[config.mk]
export PLATFORM = sky130hd
export DESIGN_NAME = note_player_ctrl_flat
export DESIGN_NICKNAME = d
export VERILOG_FILES = /design/src/rtl/note_player_ctrl_if.sv /design/src/rtl/note_player_ctrl.sv /design/src/flat_wrapper.sv
export SDC_FILE = /design/constraint.sdc
export NUM_CORES = 1
export LEC_CHECK = 0
export ABC_AREA = 1
export CORE_ASPECT_RATIO = 0.6
export CORE_MARGIN = 1
export CORE_UTILIZATION = 45
export CTS_CLUSTER_SIZE = 40
export DETAILED_ROUTE_END_ITERATION = 10
export GPL_TIMING_DRIVEN = 0
export MAX_ROUTING_LAYER = met4
export PLACE_DENSITY = 0.84
export SLEW_MARGIN = 15
export SYNTH_ARGS = -nofsm -noshare
export SYNTH_HDL_FRONTEND = slang
export SYNTH_SLANG_ARGS = --single-unit
export TNS_END_PERCENT = 100
[constraint.sdc]
create_clock -name clk -period 2.8 [get_ports clk]
set_input_delay 0.84 -clock clk [delete_from_list [all_inputs] [get_ports clk]]
set_output_delay 0.84 -clock clk [all_outputs]
set_load 0.01 [all_outputs]
[src/rtl/note_player_ctrl_if.sv]
// rtl/note_player_ctrl_if.sv - command, ROM, sine_reader and codec signals of note_player_ctrl
//
// Ports (slave = controller view):
//   in  play_enable, load_new_note, note_in, duration_in, beat   command/beat source
//   in  generate_next_sample                                     codec sample request
//   out freq_addr / in freq_step_in                              frequency ROM (1-cycle read)
//   out step_size, reader_clear, reader_gen_next                 to sine_reader
//   in  reader_sample                                            from sine_reader (2-cycle latency)
//   out sample_out, new_sample_ready                             to codec
//   out done_with_note, busy                                     status to sequencer
interface note_player_ctrl_if #(
  parameter int NOTE_W = 6,
  parameter int DUR_W  = 6,
  parameter int STEP_W = 20,
  parameter int SAMP_W = 16
) ();
  logic              play_enable;
  logic              load_new_note;
  logic [NOTE_W-1:0] note_in;
  logic [DUR_W-1:0]  duration_in;
  logic              beat;
  logic              generate_next_sample;
  logic [NOTE_W-1:0] freq_addr;
  logic [STEP_W-1:0] freq_step_in;
  logic [STEP_W-1:0] step_size;
  logic              reader_clear;
  logic              reader_gen_next;
  logic [SAMP_W-1:0] reader_sample;
  logic [SAMP_W-1:0] sample_out;
  logic              new_sample_ready;
  logic              done_with_note;
  logic              busy;

  modport master (
    output play_enable, load_new_note, note_in, duration_in, beat,
           generate_next_sample, freq_step_in, reader_sample,
    input  freq_addr, step_size, reader_clear, reader_gen_next,
           sample_out, new_sample_ready, done_with_note, busy
  );

  modport slave (
    input  play_enable, load_new_note, note_in, duration_in, beat,
           generate_next_sample, freq_step_in, reader_sample,
    output freq_addr, step_size, reader_clear, reader_gen_next,
           sample_out, new_sample_ready, done_with_note, busy
  );
endinterface

[src/rtl/note_player_ctrl.sv]
// rtl/note_player_ctrl.sv - single-voice note sequencing controller
//
// Ports:
//   clk    in  system clock
//   reset  in  synchronous active-high reset
//   bus    note_player_ctrl_if.slave: command (note/duration/beat/play_enable),
//          frequency ROM lookup, sine_reader control and sample return,
//          codec sample request/response, done_with_note and busy status
module note_player_ctrl #(
  parameter int NOTE_W = 6,
  parameter int DUR_W  = 6,
  parameter int STEP_W = 20,
  parameter int SAMP_W = 16
) (
  input  logic              clk,
  input  logic              reset,
  note_player_ctrl_if.slave bus
);

  localparam logic [1:0] S_IDLE    = 2'd0;
  localparam logic [1:0] S_LOOKUP1 = 2'd1;
  localparam logic [1:0] S_LOOKUP2 = 2'd2;
  localparam logic [1:0] S_PLAY    = 2'd3;

  logic [1:0]        state;
  logic [NOTE_W-1:0] note_q;
  logic [DUR_W-1:0]  dur_q;
  logic [DUR_W-1:0]  remaining;
  logic [STEP_W-1:0] step_q;
  logic [SAMP_W-1:0] sample_q;
  logic              done_q;
  logic              ready_q;
  // Request tracking: bit 0 = one cycle after the request, bit 1 = two cycles
  // after; ready_q is the third stage.
  logic [1:0]        req_v;
  logic [1:0]        req_m;

  logic fwd;
  logic accept_load;
  logic beat_en;
  logic expire;

  // Requests reach sine_reader only while a real note is audibly playing;
  // otherwise the phase is held and a zero sample is returned.
  assign fwd         = (state == S_PLAY) && bus.play_enable && (note_q != '0);
  assign accept_load = bus.load_new_note && ((state == S_IDLE) || (state == S_PLAY));
  // A load in PLAY wins over a same-cycle beat, so it suppresses the beat.
  assign beat_en     = (state == S_PLAY) && !bus.load_new_note && bus.beat && bus.play_enable;
  assign expire      = beat_en && (remaining == DUR_W'(1));

  always_ff @(posedge clk) begin
    if (reset) begin
      state     <= S_IDLE;
      note_q    <= '0;
      dur_q     <= '0;
      remaining <= '0;
      step_q    <= '0;
      sample_q  <= '0;
      done_q    <= 1'b0;
      ready_q   <= 1'b0;
      req_v     <= '0;
      req_m     <= '0;
    end else begin
      if (accept_load) begin
        note_q <= bus.note_in;
        dur_q  <= bus.duration_in;
      end

      case (state)
        S_IDLE: begin
          if (bus.load_new_note) state <= S_LOOKUP1;
        end
        S_LOOKUP1: begin
          state <= S_LOOKUP2;
        end
        S_LOOKUP2: begin
          step_q    <= bus.freq_step_in;
          remaining <= dur_q;
          state     <= (dur_q == '0) ? S_IDLE : S_PLAY;
        end
        default: begin
          if (bus.load_new_note) begin
            state <= S_LOOKUP1;
          end else if (beat_en) begin
            // remaining is at least 1 in PLAY, so this cannot wrap.
            remaining <= remaining - DUR_W'(1);
            if (expire) state <= S_IDLE;
          end
        end
      endcase

      done_q <= expire || ((state == S_LOOKUP2) && (dur_q == '0));

      req_v   <= {req_v[0], bus.generate_next_sample};
      req_m   <= {req_m[0], !fwd};
      ready_q <= req_v[1];
      if (req_v[1]) sample_q <= req_m[1] ? '0 : bus.reader_sample;
    end
  end

  assign bus.freq_addr        = note_q;
  assign bus.step_size        = step_q;
  assign bus.reader_clear     = (state == S_LOOKUP1) || (state == S_LOOKUP2);
  assign bus.reader_gen_next  = bus.generate_next_sample && fwd;
  assign bus.sample_out       = sample_q;
  assign bus.new_sample_ready = ready_q;
  assign bus.done_with_note   = done_q;
  assign bus.busy             = (state != S_IDLE);

endmodule

[src/flat_wrapper.sv]
// flat-port wrapper written by rule: the top's interface ports become plain ports
module note_player_ctrl_flat 
#(
  parameter int NOTE_W = 6,
  parameter int DUR_W  = 6,
  parameter int STEP_W = 20,
  parameter int SAMP_W = 16
)
  (clk, reset, bus_play_enable, bus_load_new_note, bus_note_in, bus_duration_in, bus_beat, bus_generate_next_sample, bus_freq_step_in, bus_reader_sample, bus_freq_addr, bus_step_size, bus_reader_clear, bus_reader_gen_next, bus_sample_out, bus_new_sample_ready, bus_done_with_note, bus_busy);
  note_player_ctrl_if #(.NOTE_W(NOTE_W), .DUR_W(DUR_W), .STEP_W(STEP_W), .SAMP_W(SAMP_W)) bus_i ();
  input  logic clk;
  input  logic reset;
  input wire logic [$bits(bus_i.play_enable)-1:0] bus_play_enable;
  input wire logic [$bits(bus_i.load_new_note)-1:0] bus_load_new_note;
  input wire logic [$bits(bus_i.note_in)-1:0] bus_note_in;
  input wire logic [$bits(bus_i.duration_in)-1:0] bus_duration_in;
  input wire logic [$bits(bus_i.beat)-1:0] bus_beat;
  input wire logic [$bits(bus_i.generate_next_sample)-1:0] bus_generate_next_sample;
  input wire logic [$bits(bus_i.freq_step_in)-1:0] bus_freq_step_in;
  input wire logic [$bits(bus_i.reader_sample)-1:0] bus_reader_sample;
  output wire logic [$bits(bus_i.freq_addr)-1:0] bus_freq_addr;
  output wire logic [$bits(bus_i.step_size)-1:0] bus_step_size;
  output wire logic [$bits(bus_i.reader_clear)-1:0] bus_reader_clear;
  output wire logic [$bits(bus_i.reader_gen_next)-1:0] bus_reader_gen_next;
  output wire logic [$bits(bus_i.sample_out)-1:0] bus_sample_out;
  output wire logic [$bits(bus_i.new_sample_ready)-1:0] bus_new_sample_ready;
  output wire logic [$bits(bus_i.done_with_note)-1:0] bus_done_with_note;
  output wire logic [$bits(bus_i.busy)-1:0] bus_busy;
  assign bus_i.play_enable = bus_play_enable;
  assign bus_i.load_new_note = bus_load_new_note;
  assign bus_i.note_in = bus_note_in;
  assign bus_i.duration_in = bus_duration_in;
  assign bus_i.beat = bus_beat;
  assign bus_i.generate_next_sample = bus_generate_next_sample;
  assign bus_i.freq_step_in = bus_freq_step_in;
  assign bus_i.reader_sample = bus_reader_sample;
  assign bus_freq_addr = bus_i.freq_addr;
  assign bus_step_size = bus_i.step_size;
  assign bus_reader_clear = bus_i.reader_clear;
  assign bus_reader_gen_next = bus_i.reader_gen_next;
  assign bus_sample_out = bus_i.sample_out;
  assign bus_new_sample_ready = bus_i.new_sample_ready;
  assign bus_done_with_note = bus_i.done_with_note;
  assign bus_busy = bus_i.busy;
  note_player_ctrl #(.NOTE_W(NOTE_W), .DUR_W(DUR_W), .STEP_W(STEP_W), .SAMP_W(SAMP_W)) u_core (.clk(clk), .reset(reset), .bus(bus_i));
endmodule
==> impl_metrics.py <==
metrics = {
    "synth": {
        "syn_nets": 398,
        "yosysSeqAreaShare": 0.4906,
        "synth-edff-count": 0,
        "netlist_instances": 337,
        "synthTopCellsByArea": "dfxtp_1 (49%), nor2_1 (13%), nand2_1 (8.6%), o21ai_0 (7.7%), a21oi_1 (4.5%)",
        "synth_common_cells": "nor2_1 (86), dfxtp_1 (62), nand2_1 (58)",
        "synth_top_area_cell": "dfxtp_1",
        "async_reset_ff_frac": 0,
        "yosys_most_used_dff": "dfxtp_1",
        "ys_types": 26,
        "synth-seq-cells": 62,
        "netlist_area_mm2": 0.002530,
        "synth.avg_cell_area_um2": 7.507,
        "yosysWarnings": 0,
        "synth.most_common_cell": "nor2_1",
        "synth_top_area_share": 0.4906,
    },
    "cts": {
        "hold_buffers": 0,
        "root_buffer": "clkbuf_8",
        "cts.sinks": 62,
        "cts.clk_slew.worst_paths_ps": 70,
        "cts_tree": "done",
        "cts.path.max_buffers": 2,
        "cts_made_buffers": 9,
        "clk_latency_ps": 330,
        "h-tree-depth": 3,
    },
    "cells_and_area": {
        "drive_above_1_share": 0.09071,
        "fin_nets": 508,
        "utilization": 0.7201,
        "diodes": 0,
        "area_growth_pct": 48.86,
    },
    "timing": {
        "finalHoldViolCount": 0,
        "post-route-min-period_ps": 2646,
        "maxSlewHeadroom": 0.6945,
        "finClkSkew_ps": 8.596,
        "worst_slew_pin_slew_ps": 458.3,
        "fin_crit_sh": 0.9449,
        "rsz0062_at_grt": "no",
        "setup_viol": 0,
        "clock.fmax_mhz": 378.0,
        "slew_violations": 0,
    },
    "worst_setup_path": {
        "path_cells": "clkdlybuf4s50_1, nand2_1, inv_1, nand2_1, nor2_1, clkbuf_2",
        "cp.arrival_ps": 1810,
        "crit_path_start_kind": "primary input",
        "crit_required_ps": 1960,
        "endpoint_kind": "primary output",
        "cp_max_fo": 3,
        "cp_common_cell": "nand2_1",
        "crit_path_max_incr_delay_ps": 460,
        "cp_top_family": "buffers and inverters",
        "crit_type": "in2out",
        "cp_slowest_cell": "clkdlybuf4s50_1",
        "cp_num_buf_inv": 3,
    },
    "detailed_routing": {
        "postRouteAntennaNets": 0,
        "wl_met1_um": 3190,
        "wire_per_inst_um": 13.00,
        "met3WireLength_um": 494,
        "first_pass_iters": 4,
        "top_layer_used": "met4",
        "vias": 2573,
        "initialDrtViolationCount": 105,
        "dr_wl_met2_um": 3039,
        "drt-vias-per-instance": 4.967,
        "finalWirelength_um": 6736,
        "drc": 0,
    },
    "power": {
        "switching_share": 0.3660,
        "p_clk_frac": 0.205,
        "p_leak_nw": 1.568,
        "switchingPower_mw": 1.191,
        "power_density_mw_per_mm2": 864.0,
        "p_int_mw": 2.063,
        "max-vdd-ir-drop_uv": 510.7,
        "comb_power_share": 0.415,
        "power_frac_seq": 0.380,
        "p_total_mw": 3.254,
    },
    "status": {
        "outcome": "complete, no violations",
    },
    "placed_design": {
        "gp_congestion": 0.8238,
        "io_buffers": 99,
        "hpwl_um": 5005,
    },
    "floorplanning": {
        "dieWidth_um": 98.80,
        "die_area_mm2": 0.005936,
        "core_area_mm2": 0.005230,
        "ios": 101,
        "die_y_um": 60.08,
        "rows": 20,
        "start_util": 0.4837,
    },
    "global_route": {
        "gr-usage-all-layers": 0.2438,
        "grt_pass1_vias": 2408,
        "antenna_found_initial": 0,
        "overflow": 0,
        "grt_max_degree": 11,
        "grt_pass1_wl_um": 10780,
    },
    "run": {
        "max-cap-violations": 0,
    },
    "min_path": {
        "hp-class": "reg2reg",
    },
}
through the flow:
step	TNS, ps	worst slack, ps	instances	instance area (um^2)	hold slack (ps)
4_1_cts	0	20.64	518	3770	405.5
6_report	0	154.2	518	3766	406.3
3_5_place_dp	-242.2	-242.2	502	3603	392.8
3_3_place_gp	-237.6	-237.6	502	3603	393.7
5_1_grt	0	98.89	518	3766	422.4
2_1_floorplan	0	735.5	337	2530	388.3
final timing paths:
check | from | end | slack [ps] | cells past startpoint
min | u_core.req_m[0]$_SDFF_PP0_ | u_core.req_m[1]$_SDFF_PP0_ | 410 | 2
max reg2reg | u_core.state[0]$_SDFFE_PP0P_ | u_core.remaining[4]$_SDFFE_PP0P_ | 1140 | 8
min reg2reg | u_core.req_m[0]$_SDFF_PP0_ | u_core.req_m[1]$_SDFF_PP0_ | 410 | 2
max | bus_play_enable | bus_reader_gen_next | 150 | 6
flip-flops by register name, indices dropped and copies added (netlist names):
name                         cells
u_core.bus.done_with_note        1
u_core.bus.step_size            20
u_core.req_v                     2
u_core.bus.sample_out           16
u_core.dur_q                     6
u_core.bus.new_sample_ready      1
u_core.state                     2
u_core.req_m                     2
u_core.bus.freq_addr             6
u_core.remaining                 6
worst min-delay path, cell delays in order, from the launching register on:
cell and delay, ps:
dfxtp_1 300, inv_1 40, nor2_1 30
power groups by stage:
stage | sequential [mW] | combinational, mW | clock (mW)
after floorplan | 1.29 | 0.685 | 0
after global placement | 1.24 | 1.30 | 0
after detailed placement | 1.25 | 1.33 | 0
after CTS | 1.23 | 1.35 | 0.677
after global routing | 1.26 | 1.49 | 0.725
final | 1.24 | 1.35 | 0.667
kinds of logic (layout without fill, tap and decap cells):
family	after synthesis	after routing	synth area share
simple gates	160	160	0.2577
xor+xnor	1	1	0.003463
fa+ha+maj	7	7	0.03462
buf+inv	38	153	0.07023
flops	62	62	0.4906
compound gates	69	69	0.1434
placed cells by master (no fill, tap or decap):
| cell type | n |
|---|---|
| nand4_1 | 2 |
| o21ai_0 | 39 |
| nand2_1 | 58 |
| clkbuf_2 | 1 |
| o21ai_1 | 4 |
| clkinvlp_4 | 1 |
| nand2_4 | 2 |
| clkbuf_8 | 10 |
| inv_2 | 5 |
| clkbuf_1 | 7 |
| nor2_1 | 86 |
| nor4_1 | 1 |
| buf_2 | 6 |
| clkinv_2 | 4 |
| inv_1 | 16 |
| a21boi_0 | 1 |
| buf_4 | 3 |
| ha_1 | 7 |
| buf_6 | 2 |
| a21oi_2 | 1 |
| nand2_2 | 1 |
| a21oi_1 | 23 |
| clkdlybuf4s50_1 | 98 |
| nor2_4 | 1 |
| o21ai_4 | 1 |
| nor2_2 | 2 |
| xor2_1 | 1 |
| dfxtp_1 | 62 |
| nor3_2 | 1 |
| nand3_1 | 6 |
metal layers:
metal  vias up  global-route usage
met4         0             0.07889
met1      1172              0.2995
li1       1290                   -
met5         -                   -
met3         4             0.06784
met2       107              0.3936
timing repair:
item / 4_1_cts / 5_1_grt
setup endpoints to repair: 1 / 1
gates resized for setup: 1 / 2
buffers inserted: 0 / 0
cell type report:
class | instances | area, um^2
buffer | 16 | 93.84
clock buffer | 12 | 145.1
clock inverter | 4 | 22.52
fill | 422 | 1464
inverter | 22 | 83.83
multi-input combinational | 237 | 1111
sequential | 62 | 1241
tap | 66 | 82.58
timing repair buffer | 99 | 985.9
No activity file was read; power rests on OpenSTA's default activity.
